[src/rtl/decoder_nxm_stream.sv]
// rtl/decoder_nxm_stream.sv - registered SEL_W-to-2**SEL_W one-hot decoder with valid/ready and walking scan mode
// Optional even-parity check on direct selects: define DEC_PARITY_EN.
module decoder_nxm_stream #(
  parameter int SEL_W    = 3,
  parameter int SCAN_MAX = (1 << SEL_W) - 1
) (
  input  logic                     clk,
  input  logic                     rst_n,
  input  logic                     en,
  input  logic                     mode,
  input  logic                     in_valid,
  output logic                     in_ready,
  input  logic [SEL_W-1:0]         in,
`ifdef DEC_PARITY_EN
  input  logic                     in_par,
  output logic                     err,
`endif
  output logic                     out_valid,
  input  logic                     out_ready,
  output logic [(1 << SEL_W)-1:0]  out,
  output logic [SEL_W-1:0]         idx,
  output logic                     scan_wrap
);

  localparam int OUT_W = 1 << SEL_W;
  localparam logic [0:0] ST_EMPTY = 1'b0;
  localparam logic [0:0] ST_FULL  = 1'b1;
  localparam logic [SEL_W-1:0] SCAN_LAST = SEL_W'(SCAN_MAX);
  localparam logic [OUT_W-1:0] ONE = OUT_W'(1);

  logic [0:0]       state_q, state_d;
  logic [OUT_W-1:0] out_q, out_d;
  logic [SEL_W-1:0] idx_q, idx_d;
  logic [SEL_W-1:0] cnt_q, cnt_d;
  logic             wrap_q, wrap_d;
  logic             mode_q;

  logic             free;
  logic             direct_load;
  logic             scan_load;
  logic             scan_start;
  logic [SEL_W-1:0] scan_idx;
  logic             sel_bad;

`ifdef DEC_PARITY_EN
  logic err_q, err_d;
  assign sel_bad = ^{in, in_par};
  assign err     = err_q;
`else
  assign sel_bad = 1'b0;
`endif

  assign out_valid = (state_q == ST_FULL);
  assign out       = out_q;
  assign idx       = idx_q;
  assign scan_wrap = wrap_q;

  // A slot is free when empty or when the held beat leaves this cycle.
  assign free        = !out_valid || out_ready;
  assign in_ready    = rst_n && en && !mode && free;
  assign direct_load = in_valid && in_ready;
  assign scan_load   = en && mode && free;

  // Entering scan restarts the walk at index 0 regardless of the stored count.
  assign scan_start = mode && !mode_q;
  assign scan_idx   = scan_start ? '0 : cnt_q;

  always_comb begin
    state_d = state_q;
    out_d   = out_q;
    idx_d   = idx_q;
    cnt_d   = scan_idx;
    wrap_d  = 1'b0;
`ifdef DEC_PARITY_EN
    err_d   = err_q;
`endif
    if (direct_load) begin
      state_d = ST_FULL;
      idx_d   = in;
      out_d   = sel_bad ? '0 : (ONE << in);
`ifdef DEC_PARITY_EN
      if (sel_bad) err_d = 1'b1;
`endif
    end else if (scan_load) begin
      state_d = ST_FULL;
      idx_d   = scan_idx;
      out_d   = ONE << scan_idx;
      wrap_d  = (scan_idx == SCAN_LAST);
      cnt_d   = (scan_idx == SCAN_LAST) ? '0 : scan_idx + SEL_W'(1);
    end else if (out_valid && out_ready) begin
      state_d = ST_EMPTY;
      out_d   = '0;
      idx_d   = '0;
    end
  end

  always_ff @(posedge clk) begin
    if (!rst_n) begin
      state_q <= ST_EMPTY;
      out_q   <= '0;
      idx_q   <= '0;
      cnt_q   <= '0;
      wrap_q  <= 1'b0;
      mode_q  <= 1'b0;
`ifdef DEC_PARITY_EN
      err_q   <= 1'b0;
`endif
    end else begin
      state_q <= state_d;
      out_q   <= out_d;
      idx_q   <= idx_d;
      cnt_q   <= cnt_d;
      wrap_q  <= wrap_d;
      mode_q  <= mode;
`ifdef DEC_PARITY_EN
      err_q   <= err_d;
`endif
    end
  end

endmodule

[config.mk]
export PLATFORM = sky130hd
export DESIGN_NAME = decoder_nxm_stream
export DESIGN_NICKNAME = d
export VERILOG_FILES = /design/src/rtl/decoder_nxm_stream.sv
export SDC_FILE = /design/constraint.sdc
export NUM_CORES = 1
export LEC_CHECK = 0
export ABC_CLOCK_PERIOD_IN_PS = 2300
export CORE_MARGIN = 8
export CORE_UTILIZATION = 49
export CTS_CLUSTER_DIAMETER = 120
export DETAILED_ROUTE_END_ITERATION = 10
export GPL_TIMING_DRIVEN = 0
export HOLD_SLACK_MARGIN = 0.12
export PLACE_DENSITY = 0.78
export SLEW_MARGIN = 25
export SYNTH_ARGS = -nofsm -noshare
export SYNTH_HDL_FRONTEND = slang
export SYNTH_SLANG_ARGS = --single-unit
[constraint.sdc]
create_clock -name clk -period 2.3 [get_ports clk]
set_input_delay 0.69 -clock clk [delete_from_list [all_inputs] [get_ports clk]]
set_output_delay 0.69 -clock clk [all_outputs]
set_load 0.02 [all_outputs]
-- Word level (Yosys, flattened, before mapping)
Index checks and enable logic that the tools add are counted.
- eq/ne operators: 1
- muxes and demuxes: 13
- bitwise logic cells: 2
- reductions and logical operators: 14
- $add $sub $neg: 1
- shifts and indexed selects: 2
- operators by type and width (operator ; count):
    8-bit two-way mux ; 3
    3-bit two-way mux ; 7
    1-bit by 3-bit left shift with 8-bit output, first input constant ; 2
    1-bit logical AND ; 8
    3-bit by 1-bit adder with 3-bit output, second input constant ; 1
    3-bit == test, second input constant ; 1
    1-bit zero test ; 3
    1-bit two-way mux ; 3
    3-bit nonzero test ; 1
    3-bit OR reduction ; 1
    1-bit inverter ; 2
    1-bit logical OR ; 1
- word-level logic and storage cells: 39
- bits of input ports: 9
- output and inout bits: 14
- register bits after elaboration: 17

-- Depth between registers and ports, before layout
- depth after elaboration: 7
- gate-level depth with buffers: 8
- mapped depth without buffers: 7

-- Least setup slack after synthesis
No wires, ideal clock.
- path type: input to output
- start: input port out_ready
- end: output port in_ready
- setup slack: 0.004 ns
- data arrival time: 1.606 ns
- buffers on the path: 1
- required time: 1.610 ns
- cell stages on the path: 4
- path through: or2b_1 -> clkbuf_1 -> nand2_1 -> nor3_1
- word-level cells in the longest chain between the ends: 2
- RTL lines (what ; RTL line ; source):
    start: declaration ; 19 ; input logic out_ready,
    1-bit logical OR ; 59 ; assign free = !out_valid || out_ready;
    1-bit logical AND ; 60 ; assign in_ready = rst_n && en && !mode && free;
    end: declaration ; 12 ; output logic in_ready,
Every way passes these cells.

-- Final worst setup path
- start: input port rst_n
- end: output port in_ready
- word-level cells in the longest chain between the ends: 3
- RTL lines (what ; RTL line ; source):
    start: declaration ; 8 ; input logic rst_n,
    1-bit logical AND (3 in series) ; 60 ;
Every way passes these cells.

==> results.sh <==
export IMPL_hp_class="reg -> reg"
export IMPL_crit_fanout=10
export IMPL_diodes=0
export IMPL_internal_power_mw=0.461
export IMPL_antenna_left=0
export IMPL_crit_arrival_ns=1.55
export IMPL_ctsHoldBuffers=0
export IMPL_cts_buffer_depth=2
export IMPL_worst_setup_path_end_kind="output pin"
export IMPL_seq_power_share_pct=48.2
export IMPL_p_sw_mw=0.214
export IMPL_portBuffers=22
export IMPL_initial_utilization_pct=52.2
export IMPL_core_area_um2=1960
export IMPL_cts_tree="done"
export IMPL_synth_cell_types=31
export IMPL_max_clock_freq_mhz=445
export IMPL_tns_ns=0
export IMPL_num_rows=16
export IMPL_wire_per_inst_um=16.0
export IMPL_dieArea_um2=3810
export IMPL_syn_area_um2=1020
export IMPL_required_ns=1.61
export IMPL_p_clk_share_pct=24.9
export IMPL_worst_slack_ns=0.0551
export IMPL_routed_wl_mm=2.72
export IMPL_ys_flop_type="dfxtp_1"
export IMPL_cts_sinks=17
export IMPL_gp_congestion=0.828
export IMPL_die_h_um=61.7
export IMPL_first_pass_iters=4
export IMPL_p_leak_nw=0.486
export IMPL_clk_latency_ns=0.29
export IMPL_final_layout_size_suffix_gt1_share_pct=16.8
export IMPL_synth_seq_cells=17
export IMPL_finalHoldViolCount=0
export IMPL_relSlewSlack_pct=70.3
export IMPL_yosysSeqAreaShare_pct=33.3
export IMPL_setup_viol=0
export IMPL_combPwrFrac_pct=26.9
export IMPL_clock_skew_ns=0.00247
export IMPL_first_iter_violations=24
export IMPL_period_share_pct=97.6
export IMPL_yosys_warnings=0
export IMPL_drc=0
export IMPL_area_growth_syn_to_layout_pct=29.8
export IMPL_syn_nets=132
export IMPL_h_tree_depth=1
export IMPL_worstMarginPinSlew_ns=0.445
export IMPL_maxSlewViolCount=0
export IMPL_antenna_found_initial=0
export IMPL_cts_made_buffers=3
export IMPL_routed_via_density=5.98
export IMPL_io_pins=23
export IMPL_overflow=0
export IMPL_nets=159
export IMPL_avgSynthCellArea_um2=8.75
export IMPL_chipWidth_um=61.7
export IMPL_async_reset_ff_share_pct=0
export IMPL_grt_util_all_layers_pct=15.7
export IMPL_grt_pass1_vias=980
export IMPL_peakVddDrop_uv=315
export IMPL_maxCapViolCount=0
export IMPL_root_buffer="clkbuf_4"
export IMPL_pwr_density_cell_nw_per_um2=507
export IMPL_rsz0062_at_grt="false"
export IMPL_layout_common_cells="dfxtp_1, clkdlybuf4s50_1, a21oi_1"
export IMPL_crit_path_start_kind="input pin"
export IMPL_vias=1016
export IMPL_fin_crit_ns=2.24
export IMPL_synth_edf_count=0
export IMPL_place_ws_ns=-1.12
export IMPL_dp_hpwl_mm=2.03
export IMPL_status="completed"
export IMPL_netlist_instances=117
export IMPL_cts_clk_slew_worst_paths_ns=0.10
export IMPL_grt_pass1_wl_mm=4.47
export IMPL_critPathKind="in -> out"
export IMPL_grt_max_degree=11
export IMPL_swShare_pct=31.7
==> registers in the layout, summed over array words and instances (netlist names) <==
name / cells
out_valid: 1
out: 8
mode_q: 1
cnt_q: 3
scan_wrap: 1
idx: 3
==> power groups by stage <==
stage / registers [mW] / clock network [mW] / logic, mW
detailed placement: 0.332 / 0 / 0.176
finish: 0.325 / 0.168 / 0.181
CTS: 0.325 / 0.169 / 0.181
floorplan: 0.352 / 0 / 0.0812
global route: 0.328 / 0.190 / 0.195
global placement: 0.331 / 0 / 0.174
==> metal layers <==
metal | up-vias | routed length (µm) | track usage (%)
li1 | 505 | - | -
met1 | 470 | 1110 | 18.0
met2 | 37 | 1400 | 28.1
met3 | 4 | 193 | 3.09
met4 | 0 | 18 | 5.52
met5 | - | 0 | 0
==> cell families after synthesis <==
kind of cell / after synthesis / synth area share, %
AO/OA/AOI/OAI: 32 / 22.4
adder cells (fa/ha/maj): 6 / 7.33
buffers and inverters: 15 / 6.72
flip-flops: 17 / 33.3
multiplexers: 1 / 1.10
AND/OR/NAND/NOR: 46 / 29.2
==> cell usage after synthesis, types with 2 or more instances <==
| library cell | n | area, µm² |
|---|---|---|
| nor2_1 | 2 | 7.51 |
| o211ai_1 | 3 | 22.5 |
| clkbuf_1 | 7 | 26.3 |
| ha_1 | 6 | 75.1 |
| a311oi_1 | 9 | 78.8 |
| nand3_1 | 6 | 30.0 |
| and4b_1 | 3 | 30.0 |
| or4b_1 | 3 | 30.0 |
| nand2_1 | 5 | 18.8 |
| nand4_1 | 13 | 81.3 |
| dfxtp_1 | 17 | 340 |
| or3_1 | 2 | 12.5 |
| inv_1 | 3 | 11.3 |
| and2_1 | 4 | 25.0 |
| nor2b_1 | 2 | 12.5 |
| a21oi_1 | 15 | 75.1 |
| a311oi_2 | 2 | 30.0 |
| a211o_1 | 2 | 17.5 |
==> area by class of cell <==
| cell class | count | area (µm²) |
|---|---|---|
| multi-input cells | 85 | 622 |
| repair buffers | 23 | 215 |
| clock inverters | 1 | 5.00 |
| well taps | 27 | 33.8 |
| flip-flops and latches | 17 | 340 |
| clock buffers | 3 | 22.5 |
| inverters | 4 | 17.5 |
| plain buffers | 10 | 72.6 |
| fillers | 181 | 633 |
==> repair_timing <==
action                                  CTS  global route
endpoints found under the setup margin    4             1
setup buffers                             1             0
hold endpoints to repair                  0             0
pin swaps                                 0             0
gates resized for setup                  26             4
==> per-stage QoR <==
| stage | instance area (µm²) | utilization (%) | hold WS [ns] | power (mW) | std cells |
|---|---|---|---|---|---|
| floorplan | 1020 | - | 0.487 | 0.434 | 117 |
| global placement | 1280 | 65.1 | 0.510 | 0.504 | 166 |
| detailed placement | 1280 | 65.1 | 0.515 | 0.508 | 166 |
| CTS | 1340 | 68.2 | 0.529 | 0.676 | 170 |
| global route | 1330 | 67.7 | 0.545 | 0.714 | 170 |
| finish | 1330 | 67.7 | 0.520 | 0.674 | 170 |
==> worst max-delay path: stages <==
cell and delay (ns):
clkdlybuf4s15_2 0.26, inv_4 0.07, buf_4 0.18, nor3_2 0.18
buf_4 0.17
==> worst paths after layout <==
path | cells past startpoint | endpoint | slack [ns] | from
max | 5 | in_ready | 0.06 | rst_n
min | 2 | idx[0]$_SDFFE_PN0P_ | 0.52 | idx[0]$_SDFFE_PN0P_
max reg2reg | 7 | cnt_q[2]$_SDFF_PN0_ | 0.49 | mode_q$_SDFF_PN0_
min reg2reg | 2 | idx[0]$_SDFFE_PN0P_ | 0.52 | idx[0]$_SDFFE_PN0P_
No activity file was read; power rests on OpenSTA's default activity.
==> patch 1, RTL diff (same flow settings) <==
Register the input `mode` before use, without a reset. The logic sees it one clock later. The other inputs are not delayed to match. Comments in the files are not updated.
--- a/src/rtl/decoder_nxm_stream.sv
+++ b/src/rtl/decoder_nxm_stream.sv
@@ -28,6 +28,12 @@
   localparam logic [SEL_W-1:0] SCAN_LAST = SEL_W'(SCAN_MAX);
   localparam logic [OUT_W-1:0] ONE = OUT_W'(1);
 
+  logic mode_r;
+
+  always_ff @(posedge clk) begin
+    mode_r <= mode;
+  end
+
   logic [0:0]       state_q, state_d;
   logic [OUT_W-1:0] out_q, out_d;
   logic [SEL_W-1:0] idx_q, idx_d;
@@ -57,12 +63,12 @@
 
   // A slot is free when empty or when the held beat leaves this cycle.
   assign free        = !out_valid || out_ready;
-  assign in_ready    = rst_n && en && !mode && free;
+  assign in_ready    = rst_n && en && !mode_r && free;
   assign direct_load = in_valid && in_ready;
-  assign scan_load   = en && mode && free;
+  assign scan_load   = en && mode_r && free;
 
   // Entering scan restarts the walk at index 0 regardless of the stored count.
-  assign scan_start = mode && !mode_q;
+  assign scan_start = mode_r && !mode_q;
   assign scan_idx   = scan_start ? '0 : cnt_q;
 
   always_comb begin
@@ -111,7 +117,7 @@
       idx_q   <= idx_d;
       cnt_q   <= cnt_d;
       wrap_q  <= wrap_d;
-      mode_q  <= mode;
+      mode_q  <= mode_r;
 `ifdef DEC_PARITY_EN
       err_q   <= err_d;
 `endif
Check against the original RTL: not equivalent (Yosys sat finds a counterexample within 4 cycles, from zero or initial values and one cycle with rst_n low).
==> patch 1 against the original RTL <==
  * First-iteration DRC count grew 4.2%
  * Cell count grew 1.8%
  * Sequential cell count grew 1
  * Routed wire length is essentially flat
  * Hold slack gained 4.8 ps
  * Core utilization grew 1.2 points
  * Worst setup slack gained 41 ps
  * Total power grew 6.0%
  * Final area grew 1.8%
  * Global-route usage shrank 0.72 points
  * Synthesized area shrank 0.86%
  * Via count grew 4.4%
==> patch 1: results (changes against the original RTL) <==
result of the run -> finished clean (unchanged)
post-route clock skew -> 1.58 ps (was 2.47 ps)
Final HPWL DP -> 1950 um (was 2030 um)
Max transition margin -> 69.5% (was 70.3%)
top area cells in the synthesized netlist -> dfxtp_1 36%, nand4_1 9.2%, a311oi_1 8.6%, ha_1 7.4%, a21oi_1 6.4% (was dfxtp_1 33%, nand4_1 7.9%, a311oi_1 7.7%, a21oi_1 7.3%, ha_1 7.3%)
arrival time at the worst endpoint -> 1510 ps (was 1550 ps)
share of cells above drive strength 1 -> 14.4% (was 16.8%)
peak supply drop -> 0.346 mV (was 0.315 mV)
count of different cell masters after synthesis -> 29 (was 31)
crit path max fanout -> 3 (was 10)
vias in the first global route -> 959 (was 980)
# port buffers -> 22 (unchanged)
Iteration-0 DRC Markers -> 25 (was 24)
pin count of the biggest net entering global routing -> 11 (unchanged)
post-detailed-route DRC marker count -> 0 (unchanged)
number of warnings printed during yosys synthesis -> 0 (unchanged)
register area share after synthesis -> 35.5% (was 33.3%)
placer's final routability congestion estimate -> 0.831 (was 0.828)
1st-pass router iterations -> 5 (was 4)
Via Count -> 1061 (was 1016)
P_leak -> 0.515 nW (was 0.486 nW)
DR WL/cell -> 15.7 um (was 16.0 um)
overall global routing resource usage -> 15.0% (was 15.7%)
most frequent cells after synthesis -> 18 x dfxtp_1, 15 x nand4_1, 13 x a21oi_1, 10 x a311oi_1, 8 x clkbuf_1 (was 17 x dfxtp_1, 15 x a21oi_1, 13 x nand4_1, 9 x a311oi_1, 7 x clkbuf_1)
net count after synthesis -> 131 (was 132)
proportion of synthesized flip-flops having asynchronous set or reset -> 0% (unchanged)
wire length of the first global-routing pass -> 4390 um (was 4470 um)
net count reported at finish -> 162 (was 159)
CTS Buf Count -> 3 (unchanged)
Ant. Diodes -> 0 (unchanged)
area after detailed placement -> 1270 um2 (was 1280 um2)
fraction of power spent switching nets -> 29.1% (was 31.7%)
[patch 1: cell count changes after synthesis, moves of 2 or more]
cell	unedited run	this run
nand4_1	13	15
a21oi_1	15	13
and3_1	0	3
and4b_1	3	0
nand3_1	6	4
a211o_2	0	2
or3_1	2	0
a211o_1	2	0
a311oi_2	2	0
[patch 1: final timing paths]
kind | startpoint | end | slack [ps] | depth (start not counted)
max | out_ready | in_ready | 100 | 5
min | out[7] | out[7] | 520 | 2
max reg2reg | mode_r | cnt_q[2] | 150 | 8
min reg2reg | out[7] | out[7] | 520 | 2
[patch 1: through the flow]
step           setup slack [ps]  instances  total power [mW]  setup TNS, ps
3_5_place_dp              -1020        165             0.513          -1290
5_1_grt                    8.41        173             0.748              0
2_1_floorplan               146        116             0.443              0
3_3_place_gp               -973        165             0.509           -993
4_1_cts                    4.90        172             0.713              0
6_report                   95.7        173             0.715              0
[patch 1: logic make-up (layout without fill, tap and decap cells)]
group / Yosys count / after routing / share of synthesized area, %
buf+inv: 14 / 44 / 5.92
mux: 1 / 1 / 1.11
compound gates: 31 / 31 / 21.5
fa+ha+maj: 6 / 6 / 7.40
flops: 18 / 18 / 35.5
simple gates: 46 / 46 / 28.6
[patch 1: timing repair]
| item | 4_1_cts | 5_1_grt |
|---|---|---|
| setup endpoints to repair | 1 | 1 |
| buffers inserted | 3 | 1 |
| hold endpoints to repair | 0 | 0 |
| gates resized for setup | 17 | 4 |
| hold buffers | 0 | 0 |
[patch 1: routing by layer]
metal  global-route usage (%)  vias to the layer above  share of wire, %
li1                         -                      504                 -
met1                     17.6                      498                41
met2                     26.7                       53                51
met3                     3.13                        6               7.4
met4                     3.57                        0              0.85
met5                        0                        -                 0
[patch 1: cell type report]
class                      instances  area (um2)
fill                             188         609
multi-input combinational         84         602
sequential                        18         360
timing repair buffer              26         240
buffer                            10        65.1
clock buffer                       4        36.3
tap                               27        33.8
inverter                           4        15.0
[patch 1: power by group through the flow]
stage	sequential, mW	combinational (mW)	clock, mW
finish	0.343	0.173	0.198
detailed placement	0.350	0.163	0
floorplan	0.369	0.0737	0
global route	0.346	0.185	0.217
CTS	0.344	0.171	0.198
global placement	0.349	0.160	0
[patch 1: critical path, cell delays in order]
cell      delay (ps)
buf_2            130
or2b_1           250
clkbuf_8         140
and3_1           160
buf_4            150
==> patch 2, RTL diff (same flow settings) <==
Made on the original files. The parameter `SEL_W` goes from 3 to 5.
--- a/src/rtl/decoder_nxm_stream.sv
+++ b/src/rtl/decoder_nxm_stream.sv
@@ -1,7 +1,7 @@
 // rtl/decoder_nxm_stream.sv - registered SEL_W-to-2**SEL_W one-hot decoder with valid/ready and walking scan mode
 // Optional even-parity check on direct selects: define DEC_PARITY_EN.
 module decoder_nxm_stream #(
-  parameter int SEL_W    = 3,
+  parameter int SEL_W    = 5,
   parameter int SCAN_MAX = (1 << SEL_W) - 1
 ) (
   input  logic                     clk,
Interface: changed (resized idx, in and out); port bits go from 23 to 51. No check against the original RTL was run, so the function may have changed too.
==> patch 2 against the original RTL <==
  * Maximum frequency rose by 0.86%
  * Total power rose to 2.8 times the old value
  * Count of clock-buffer cells in the layout rose by 3
  * Synthesized area rose by 130%
  * First-iteration DRC count rose to 11 times the old value
  * Cell count rose by 150%
  * Via count rose to 2.5 times the old value
  * Final area rose by 130%
  * Sequential cell count rose by 28
  * Core utilization fell by 1.9 points
  * Sequential power rose to 2.7 times the old value
  * Routed wire length rose to 2.8 times the old value
  * Worst setup slack improved by 19 ps
  * Critical path type unchanged
  * Largest cell class unchanged
==> patch 2: results (changes against the original RTL) <==
result of the run -> finished clean (unchanged)
Final HPWL DP -> 5350 um (was 2030 um)
peak supply drop -> 0.405 mV (was 0.315 mV)
launching point of the worst reg2reg path -> mode_q (unchanged)
cell type of the slowest stage on the worst timing path -> clkdlybuf4s15_2 (unchanged)
arrival time at the worst endpoint -> 1540 ps
family with the most delay on the worst path -> buffers and inverters (unchanged)
share of cell area taken by muxes after synthesis -> 0.419% (was 1.10%)
P_leak -> 1.09 nW (was 0.486 nW)
overall global routing resource usage -> 20.2% (was 15.7%)
XOR/XNOR Fraction of Synth Area -> 0% (unchanged)
1st-pass router iterations -> 5 (was 4)
number of instances in the synthesized netlist -> 297 (was 117)
final standard cell count with taps included and fillers excluded -> 422 (was 170)
# port buffers -> 49 (was 22)
DR WL/cell -> 17.9 um (was 16.0 um)
Via Count -> 2558 (was 1016)
min-delay src -> idx[0] (unchanged)
path class of the lowest-slack min-delay path -> register to register (unchanged)
register area share after synthesis -> 37.7% (was 33.3%)
max reg flops -> 32 (was 8)
number of warnings printed during yosys synthesis -> 0 (unchanged)
clock insertion delay at the later pin of the skew report -> 300 ps
Max transition margin -> 53.1% (was 70.3%)
launching instance or port of the critical path -> rst_n (unchanged)
deepest clock path buffer count -> 2 (unchanged)
CP peak stage delay -> 240 ps (was 260 ps)
most frequently used flop master after synthesis -> dfxtp_1 (unchanged)
wire length of the first global-routing pass -> 12000 um (was 4470 um)
placer's final routability congestion estimate -> 0.927 (was 0.828)
adder-cell share of the synthesized area -> 3.14% (was 7.33%)
placed cell count -> 413 (was 166)
proportion of synthesized flip-flops having asynchronous set or reset -> 0% (unchanged)
worst-case setup slack after placement -> -1110 ps (was -1120 ps)
top area cells in the synthesized netlist -> dfxtp_1 38%, a21oi_1 8.2%, o21ai_0 7.3%, a31oi_1 6.0%, nand3_1 5.0% (was dfxtp_1 33%, nand4_1 7.9%, a311oi_1 7.7%, a21oi_1 7.3%, ha_1 7.3%)
Iteration-0 DRC Markers -> 267 (was 24)
CTS Buf Count -> 5 (was 3)
most frequent cells after synthesis -> 45 x dfxtp_1, 39 x a21oi_1, 35 x o21ai_0, 24 x nand3_1, 23 x a31oi_1 (was 17 x dfxtp_1, 15 x a21oi_1, 13 x nand4_1, 9 x a311oi_1, 7 x clkbuf_1)
clock slew seen by the registers of the worst setup and hold paths -> 80 ps (was 100 ps)
vias in the first global route -> 2348 (was 980)
initial antenna violation count -> 0 (unchanged)
compound-gate portion of the synthesized area -> 24.9% (was 22.4%)
count of different cell masters after synthesis -> 42 (was 31)
net count after synthesis -> 314 (was 132)
net count reported at finish -> 371 (was 159)
post-route clock skew -> 7.33 ps (was 2.47 ps)
root buffer selected by CTS -> clkbuf_8 (was clkbuf_4)
pin count of the biggest net entering global routing -> 15 (was 11)
Ant. Diodes -> 0 (unchanged)
share of cells above drive strength 1 -> 11.8% (was 16.8%)
crit path max fanout -> 10 (unchanged)
number of levels the H-tree was split into -> 2 (was 1)
Post-synth EDFFs -> 0 (unchanged)
fill cell instance count of the final layout -> 425 (was 181)
Core Rows -> 25 (was 16)
patch 2: cell types whose count changed after synthesis, moves of 4 or more:
cell,unedited run,this run
nand3_1,6,24
clkbuf_1,7,13
buf_2,1,9
dfxtp_1,17,45
nor2_1,2,9
o21ai_0,1,35
nor3_1,1,8
a31oi_1,0,23
a311oi_1,9,1
nand4b_1,0,6
a21oi_1,15,39
and3_1,0,4
nand2_1,5,12
patch 2: stage by stage:
step / util [%] / instance area, um2
4_1_cts: 65.9 / 3110
2_1_floorplan: - / 2390
3_3_place_gp: 62.8 / 2970
5_1_grt: 65.8 / 3110
3_5_place_dp: 62.8 / 2970
6_report: 65.8 / 3110
patch 2: repair_timing:
action	in CTS	in global routing
buffers inserted	1	1
setup endpoints to repair	26	4
cloned	0	0
resized for setup	23	2
patch 2: path summary, 6_finish.rpt:
| path | slack, ps | end | cells after the start |
|---|---|---|---|
| setup reg to reg | 110 | cnt_q[3] | 9 |
| setup / recovery | 70 | in_ready | 5 |
| hold reg to reg | 490 | idx[0] | 2 |
| hold / removal | 490 | idx[0] | 2 |
patch 2: layout make-up:
cell class / instances / share of cell area, %
Tap cell: 67 / 2.70
Clock inverter: 2 / 1.25
Buffer: 27 / 4.83
Inverter: 6 / 0.845
Multi-Input combinational cell: 218 / 43.2
Timing Repair Buffer: 51 / 15.9
Clock buffer: 6 / 2.33
Sequential cell: 45 / 29.0
patch 2: power by group:
group | switching [mW] | internal (mW) | total, mW
combinational | 0.265 | 0.181 | 0.446
clock | 0.277 | 0.326 | 0.603
sequential | 0.0286 | 0.836 | 0.865
patch 2: tightest hold or removal path, delay by kind of cell (launching register included):
kind | cells | cell delay, ps
DFF | 1 | 330
and+or+nand+nor | 1 | 60
AOI/OAI and AO/OA | 1 | 60
patch 2: cell families after synthesis:
logic type	after synthesis
AOI/OAI and AO/OA	107
adders and majority gates	6
buffers and inverters	34
DFF	45
muxes	1
and+or+nand+nor	104
patch 2: metal layers:
metal  share of wire, %  GRT usage (%)
met2                 46           33.6
met3                8.7           4.01
met1                 44           25.1
met4                1.5           7.01
met5                  0              0
